File: config.mk
export PLATFORM = sky130hd
export DESIGN_NAME = deskew_image_reader
export DESIGN_NICKNAME = d
export VERILOG_FILES = /design/src/rtl/deskew_image_reader.sv
export SDC_FILE = /design/constraint.sdc
export NUM_CORES = 1
export LEC_CHECK = 0
export CORE_MARGIN = 10
export CORE_UTILIZATION = 52
export CTS_CLUSTER_DIAMETER = 50
export DETAILED_ROUTE_END_ITERATION = 7
export GPL_TIMING_DRIVEN = 0
export PLACE_DENSITY = 0.8
export RECOVER_POWER = 50
export SLEW_MARGIN = 5
export SYNTH_ARGS = -nofsm -noshare
export SYNTH_HDL_FRONTEND = slang
export SYNTH_SLANG_ARGS = --single-unit
export TNS_END_PERCENT = 1
File: constraint.sdc
create_clock -name clk -period 4 [get_ports clk]
set_clock_uncertainty 0.05 [all_clocks]
set_input_delay 0.4 -clock clk [delete_from_list [all_inputs] [get_ports clk]]
set_output_delay 0.4 -clock clk [all_outputs]
set_load 0.01 [all_outputs]
File: src/rtl/deskew_image_reader.sv
// -----------------------------------------------------------------------------
// deskew_image_reader
//
// Unloads the deskewed image from the shared image BRAM.
// The image sits at words BASE_ADDR .. BASE_ADDR+NUM_PIX-1.
// The words leave in ascending address order on a valid/ready stream.
// A 2-entry prefetch FIFO covers the 1-cycle BRAM read latency, so the block
// sustains one pixel per cycle while the sink never applies backpressure.
//
// Ports:
//   clk      system clock; all logic runs on the rising edge.
//   reset    asynchronous, active-high reset.
//   start    begins an unload; sampled only while idle.
//   ready    high while idle, meaning the block accepts start.
//   address  BRAM word address. It is 0 whenever no read is issued.
//   in_data  BRAM read data. It is valid the cycle after en=1.
//   en       BRAM read strobe.
//   we       BRAM write enable; always 0, because this block only reads.
//   m_data   stream pixel, driven from the FIFO head register.
//   m_valid  m_data is valid.
//   m_ready  downstream accepts; a beat transfers on m_valid && m_ready.
//   m_last   marks the final pixel of the frame.
// -----------------------------------------------------------------------------
module deskew_image_reader #(
  parameter int WIDTH     = 16,
  parameter int BASE_ADDR = 784,
  parameter int NUM_PIX   = 784
) (
  input  logic             clk,
  input  logic             reset,
  input  logic             start,
  output logic             ready,
  output logic [10:0]      address,
  input  logic [WIDTH-1:0] in_data,
  output logic             en,
  output logic             we,
  output logic [WIDTH-1:0] m_data,
  output logic             m_valid,
  input  logic             m_ready,
  output logic             m_last
);

  typedef enum logic {
    IDLE = 1'b0,
    RUN  = 1'b1
  } state_t;

  localparam logic [10:0] BASE     = 11'(BASE_ADDR);
  localparam logic [10:0] NPIX     = 11'(NUM_PIX);
  localparam logic [10:0] LAST_IDX = 11'(NUM_PIX - 1);

  state_t           state_q, state_d;
  logic [10:0]      rd_cnt_q, rd_cnt_d;
  logic [10:0]      beat_cnt_q, beat_cnt_d;
  logic             inflight_q, inflight_d;
  logic [1:0]       occ_q, occ_d;
  logic [WIDTH-1:0] buf0_q, buf0_d;   // FIFO head; this register drives m_data
  logic [WIDTH-1:0] buf1_q, buf1_d;

  logic             issue;
  logic             push;
  logic             pop;
  logic             last_beat;
  logic             start_run;
  logic [2:0]       committed;

  // ---------------------------------------------------------------------------
  // Shared control terms
  // ---------------------------------------------------------------------------
  always_comb begin
    start_run = (state_q == IDLE) && start;
    pop       = (occ_q != 2'd0) && m_ready;
    push      = inflight_q;
    last_beat = pop && (beat_cnt_q == LAST_IDX);
    // A word leaving this cycle frees its slot in time for a read issued now.
    // This lets reads continue at one per cycle while the sink keeps draining.
    committed = {1'b0, occ_q} + {2'b00, inflight_q} - {2'b00, pop};
    issue     = (state_q == RUN) && (rd_cnt_q < NPIX) && (committed < 3'd2);
  end

  // ---------------------------------------------------------------------------
  // State register (FSM, counters, prefetch FIFO)
  // ---------------------------------------------------------------------------
  always_ff @(posedge clk or posedge reset) begin
    if (reset) begin
      state_q    <= IDLE;
      rd_cnt_q   <= '0;
      beat_cnt_q <= '0;
      inflight_q <= 1'b0;
      occ_q      <= 2'd0;
      buf0_q     <= '0;
      buf1_q     <= '0;
    end else begin
      state_q    <= state_d;
      rd_cnt_q   <= rd_cnt_d;
      beat_cnt_q <= beat_cnt_d;
      inflight_q <= inflight_d;
      occ_q      <= occ_d;
      buf0_q     <= buf0_d;
      buf1_q     <= buf1_d;
    end
  end

  // ---------------------------------------------------------------------------
  // Next-state logic
  // ---------------------------------------------------------------------------
  always_comb begin
    state_d    = state_q;
    rd_cnt_d   = rd_cnt_q;
    beat_cnt_d = beat_cnt_q;
    inflight_d = issue;
    occ_d      = occ_q + {1'b0, push} - {1'b0, pop};
    buf0_d     = buf0_q;
    buf1_d     = buf1_q;

    case (state_q)
      IDLE: if (start) state_d = RUN;
      RUN:  if (last_beat) state_d = IDLE;
      default: state_d = IDLE;
    endcase

    if (start_run) begin
      rd_cnt_d   = '0;
      beat_cnt_d = '0;
    end else begin
      if (issue) rd_cnt_d = rd_cnt_q + 11'd1;
      if (pop) beat_cnt_d = beat_cnt_q + 11'd1;
    end

    // Two-entry FIFO. buf0 is always the oldest word. A pop shifts buf1 down.
    // A push lands in the first slot that is free after the pop.
    case ({push, pop})
      2'b10: begin
        if (occ_q == 2'd0) buf0_d = in_data;
        else               buf1_d = in_data;
      end
      2'b01: begin
        buf0_d = buf1_q;
      end
      2'b11: begin
        if (occ_q == 2'd1) begin
          buf0_d = in_data;
        end else begin
          buf0_d = buf1_q;
          buf1_d = in_data;
        end
      end
      default: ;
    endcase
  end

  // ---------------------------------------------------------------------------
  // Outputs
  // ---------------------------------------------------------------------------
  always_comb begin
    ready   = (state_q == IDLE);
    en      = issue;
    address = issue ? (BASE + rd_cnt_q) : 11'd0;
    we      = 1'b0;
    m_valid = (occ_q != 2'd0);
    m_last  = (occ_q != 2'd0) && (beat_cnt_q == LAST_IDX);
    m_data  = buf0_q;
  end

  // The read-issue credit check guarantees that a word never arrives
  // while both slots are held and nothing is leaving.
  a_no_overflow : assert property (
    @(posedge clk) disable iff (reset) (push && (occ_q == 2'd2)) |-> pop
  );

endmodule
[Word level (Yosys, flattened, before mapping)]
Index checks and enable logic that the tools add are counted.
Word-level totals
  register bits: 58
  input bits: 20
  output and inout port bits: 32
  logic and storage cells: 53
Cells by class
  add/sub/neg operators: 7
  order comparisons: 2
  eq/ne operators: 8
  multiplexer cells: 14
  bitwise logic cells: 1
  reductions and logical operators: 14
Operator list (count)
  $mux W16: 4
  $mux W11: 5
  $pmux W16 S3: 1
  $pmux W16 S2: 1
  $add A11 B1 Y11 const B: 2
  $add A10 B11 Y11 const A: 1
  $eq A11 B10 Y1 const B: 1
  $lt A11 B10 Y1 const B: 1
  $reduce_bool A2 Y1: 4
  $logic_and A1 B1 Y1: 6
  $ne A2 B2 Y1 const B: 3
  $eq A2 B1 Y1 const B: 2
  $eq A2 B2 Y1 const B: 2
  $add A2 B1 Y3: 1
  $lt A3 B2 Y1 const B: 1
  $reduce_and A3 Y1: 1
  $reduce_bool A3 Y1: 1
  $sub A3 B1 Y3: 1
  $add A2 B1 Y2: 1
  $logic_not A2 Y1: 1
  $mux W1: 2
  $pmux W1 S2: 1
  $reduce_and A2 Y1: 1
  $sub A2 B1 Y2: 1
  $not A1 Y1: 1

[Logic depth before layout (Yosys ltp)]
Gate-level depths: netlist of the first run.
  depth after elaboration: 7
  mapped depth: 13
  depth with buffers taken out: 11

[Worst setup path before layout of the first run]
No wires, ideal clock.
  path type: register -> output
  start: reg occ_q[1]
  end: out address[0]
  arrival: 2490 ps
  data required time: 3550 ps
  path slack: 1060 ps
  cell stages (with the launch flop): 12
  buffers on the path: 2
  cells stage by stage: dfrtp_1 > buf_2 > o21ai_1 > nor2_1 > or2_2 > ha_1 > inv_1 > fa_1 > o2111ai_2 > inv_1 > buf_2 > and2_1
On the way
  cells in the longest elaborated chain, start to end: 6
  elaborated cells on any way between the ends: 7
  classes of those cells: add/sub (2); order compare (1); mux (1); reduce/logical (3)
RTL lines
  from (decl): line 56  | logic [1:0] occ_q, occ_d;
  from (signal assigned): line 90  | occ_q <= 2'd0;
  from (signal assigned): line 98  | occ_q <= occ_d;
  branches (longest 2 deep; another with $add A2 B1 Y3)
  $sub A3 B1 Y3 *: line 77  | committed = {1'b0, occ_q} + {2'b00, inflight_q} - {2'b00, pop};
  $lt A3 B2 Y1 *: line 78  | issue = (state_q == RUN) && (rd_cnt_q < NPIX) && (committed < 3'd2);
  $logic_and A1 B1 Y1 *: line 78
  via en: line 35  | output logic en,
  $mux W11 *: line 158  | address = issue ? (BASE + rd_cnt_q) : 11'd0;
  to (decl): line 33  | output logic [10:0] address,
Mark *: on every way through the listed nets, which the timed path passes.

[Worst setup path after layout of the first run]
  start: in m_ready
  end: out address[3]
On the way
  cells in the longest elaborated chain, start to end: 5
RTL lines
  from (decl): line 39  | input logic m_ready,
  $logic_and A1 B1 Y1: line 72  | pop = (occ_q != 2'd0) && m_ready;
  $sub A3 B1 Y3: line 77
  $lt A3 B2 Y1: line 78
  $logic_and A1 B1 Y1: line 78
  $mux W11: line 158
Every way passes these cells.

==> results.cfg, run 1 <==
[setup_path]
reg2reg_to = rd_cnt_q[8]
path_max_fanout = 11
r2r_start = occ_q[1]
cp-start-kind = input pin
rr_worst_depth = 12
critPathCaptureType = primary output
reg2reg_slack_ns = 1.04
cp_data_arrival_time_ns = 3.39
worstPathRequired_ns = 3.55
crit_type = in -> out

[synth]
synthMuxAreaShare = 0.0733
yosys.area_share.adder = 0.0257
yosysUniqueCellTypes = 37
synth-seq-cells = 58
synth_area_mm2 = 0.00273
ys_seq_area_frac = 0.532
syn_nets = 272
synth-compound-area-share = 0.155
synth_edf_count = 0
avgSynthCellArea_um2 = 11.1
syn_inst = 247
synth_top_family_by_area = compound AO/OA/AOI/OAI gates
synthArstFlopShare = 1.00
synth_xor_area_frac = 0.0481
synth_warnings = 0
synthSimpleGateAreaFrac = 0.134
synth-main-ff-cell = dfrtp_1

[final_layout]
drive_gt1_frac = 0.145
mostFrequentLayoutCell = dfrtp_1
synthToLayoutAreaGrowth_pct = 30.9
diodes = 0
n_fill_cell = 390
final_cells = 387
mostFrequentLayoutCells = 58 x dfrtp_1, 36 x clkdlybuf4s50_1, 18 x nor2_1, 17 x a21o_1
final_nets = 337
fin_util = 0.700

[clocking]
cts_hold_buffers = 0
numClockSinks = 58
clk_latency_ns = 0.33
cts_buffers = 9
clock_tree.root_cell = clkbuf_8
clk_path_buf_depth = 2
h-tree-depth = 3
clkTransAtPathRegs_ns = 0.07
cts_tree = yes

[global_routing]
grt_max_degree = 34
overflow = 0
grt_pass1_vias = 2108
antenna_found_initial = 0
grt_use_total = 0.140
grt_first_pass_wirelength_um = 9830

[die]
core_area_mm2 = 0.00511
initial_core_util = 0.535
die_height_um = 92.5
rows = 26
pin_count = 52
die_x_um = 92.5
die_area_mm2 = 0.00855

[sta]
timing.slew.headroom = -0.110
finalSetupTns_ns = 0
period_share = 0.960
period_minus_slack_ns = 3.84
worst_pin_slew_ns = 1.67
fmax_mhz = 260
hold_viol_final = 0
setup_viol = 0
slew_viol_final = 34

[drt]
vias = 2118
drt_wl_total_um = 5840
drtAntennaViolNets = 0
dr.pass1.iters = 4
drc = 0
wl_per_cell_um = 15.1
vias_per_cell = 5.47
drt_iter0_markers = 54

[place]
portBuffers = 50
place_inst = 368
dpl.hpwl_um = 4170
gp_congestion = 0.799

[pwr]
leakage_nw = 1.61
peakVddDrop_uv = 437
p_switching_uw = 912
p_int_mw = 1.82
p_sw_frac = 0.333
clkPwrFrac = 0.217
power.density_mw_per_mm2 = 765
combPwrFrac = 0.432
seqPwrFrac = 0.351
power_mw = 2.73

[outcome]
violations = max-capacitance violations, max-slew violations
status = finished with violations

[min_path]
hp-start = buf1_q[13]
min_to = buf1_q[13]
min_path_cells = 1
holdCritPathClass = reg -> reg

[job]
maxCapViolCount = 1
how the worst max path moves through the flow:
stage | from | cells after the start | end | slack (ns)
floorplan | occ_q[1] | 11 | address[0] | 1.06
global placement | m_ready | 13 | address[2] | -0.04
detailed placement | m_ready | 13 | address[1] | -0.07
CTS | m_ready | 13 | address[2] | 0.02
global route | m_ready | 13 | address[3] | -0.04
finish | m_ready | 13 | address[3] | 0.16
registers in the layout (all words and copies together), names as in the netlist:
register,cells
buf1_q,16
m_data,16
beat_cnt_q,11
rd_cnt_q,11
occ_q,2
inflight_q,1
state_q,1
worst max-delay path, stage by stage:
cell	delay (ns)
clkdlybuf4s50_1	0.58
o21ai_2	0.16
nor2_2	0.15
or2_2	0.13
ha_1	0.13
inv_1	0.05
fa_1	0.37
xnor2_1	0.20
o2111ai_2	0.21
inv_1	0.12
clkbuf_4	0.20
and2_1	0.15
clkdlybuf4s50_1	0.55
stage by stage:
stage / setup WS, ns / hold slack [ns] / area [um2]
after floorplan: 1.06 / 0.428 / 2730
after global placement: -0.0359 / 0.437 / 3320
after detailed placement: -0.0703 / 0.444 / 3340
after CTS: 0.0182 / 0.407 / 3560
after global routing: -0.0354 / 0.465 / 3570
final: 0.161 / 0.458 / 3570
layer usage:
metal / routed length, um / global-route usage / up-vias
met4: 102 / 0.0733 / 0
met1: 2540 / 0.165 / 1041
met3: 326 / 0.0412 / 12
met2: 2880 / 0.228 / 52
li1: - / - / 1013
met5: 0 / 0 / -
cell type report:
type / instances / area (um2) / area share
inverter: 8 / 30.0 / 0.00840
timing repair buffer: 54 / 527 / 0.147
tap: 70 / 87.6 / 0.0245
clock inverter: 5 / 77.6 / 0.0217
buffer: 12 / 57.6 / 0.0161
multi-input combinational: 169 / 1200 / 0.336
clock buffer: 11 / 141 / 0.0396
sequential: 58 / 1450 / 0.406
synth_stat cells, drive strengths merged, types with 4 or more instances:
| cell type | number | area share |
|---|---|---|
| nand3 | 7 | 0.013 |
| buf | 5 | 0.010 |
| clkbuf | 7 | 0.0096 |
| inv | 8 | 0.011 |
| nand2 | 15 | 0.021 |
| dfrtp | 58 | 0.53 |
| a21o | 17 | 0.047 |
| a21oi | 9 | 0.018 |
| o21ai | 6 | 0.011 |
| xnor2 | 13 | 0.042 |
| and2 | 6 | 0.014 |
| mux2 | 16 | 0.066 |
| nor2 | 19 | 0.026 |
| nand4 | 4 | 0.0092 |
| nor2b | 4 | 0.0092 |
| ha | 4 | 0.018 |
| nor3 | 5 | 0.0092 |
| a22o | 16 | 0.051 |
logic make-up (layout without fill, tap and decap cells):
kind of cell             count (synthesis)  after routing
AO/OA/AOI/OAI                           57             57
XOR/XNOR                                15             15
adder cells (fa/ha/maj)                  5              5
buffers and inverters                   20             90
flip-flops                              58             58
multiplexers                            18             18
other                                    1              1
AND/OR/NAND/NOR                         73             73
repair_timing:
item | CTS | global route
setup buffers | 0 | 3
setup endpoints to repair | 11 | 12
hold endpoints to repair | 0 | 0
gates resized for setup | 1 | 4
pin swaps | 0 | 1
power groups by stage:
stage	logic, mW	clock network [mW]	registers (mW)
3_3_place_gp	1.14	0	0.961
5_1_grt	1.30	0.626	0.991
6_report	1.18	0.592	0.960
2_1_floorplan	0.671	0	0.979
3_5_place_dp	1.16	0	0.970
4_1_cts	1.17	0.602	0.962
Power figures use the tool's default switching activity.
==> run 2: changes to the inputs <==
- SKIP_LAST_GASP: default -> 1
- TNS_END_PERCENT: 1 -> 5
==> results of run 2 <==
No change in the layout: final DEF, timing and power equal those of run 1.
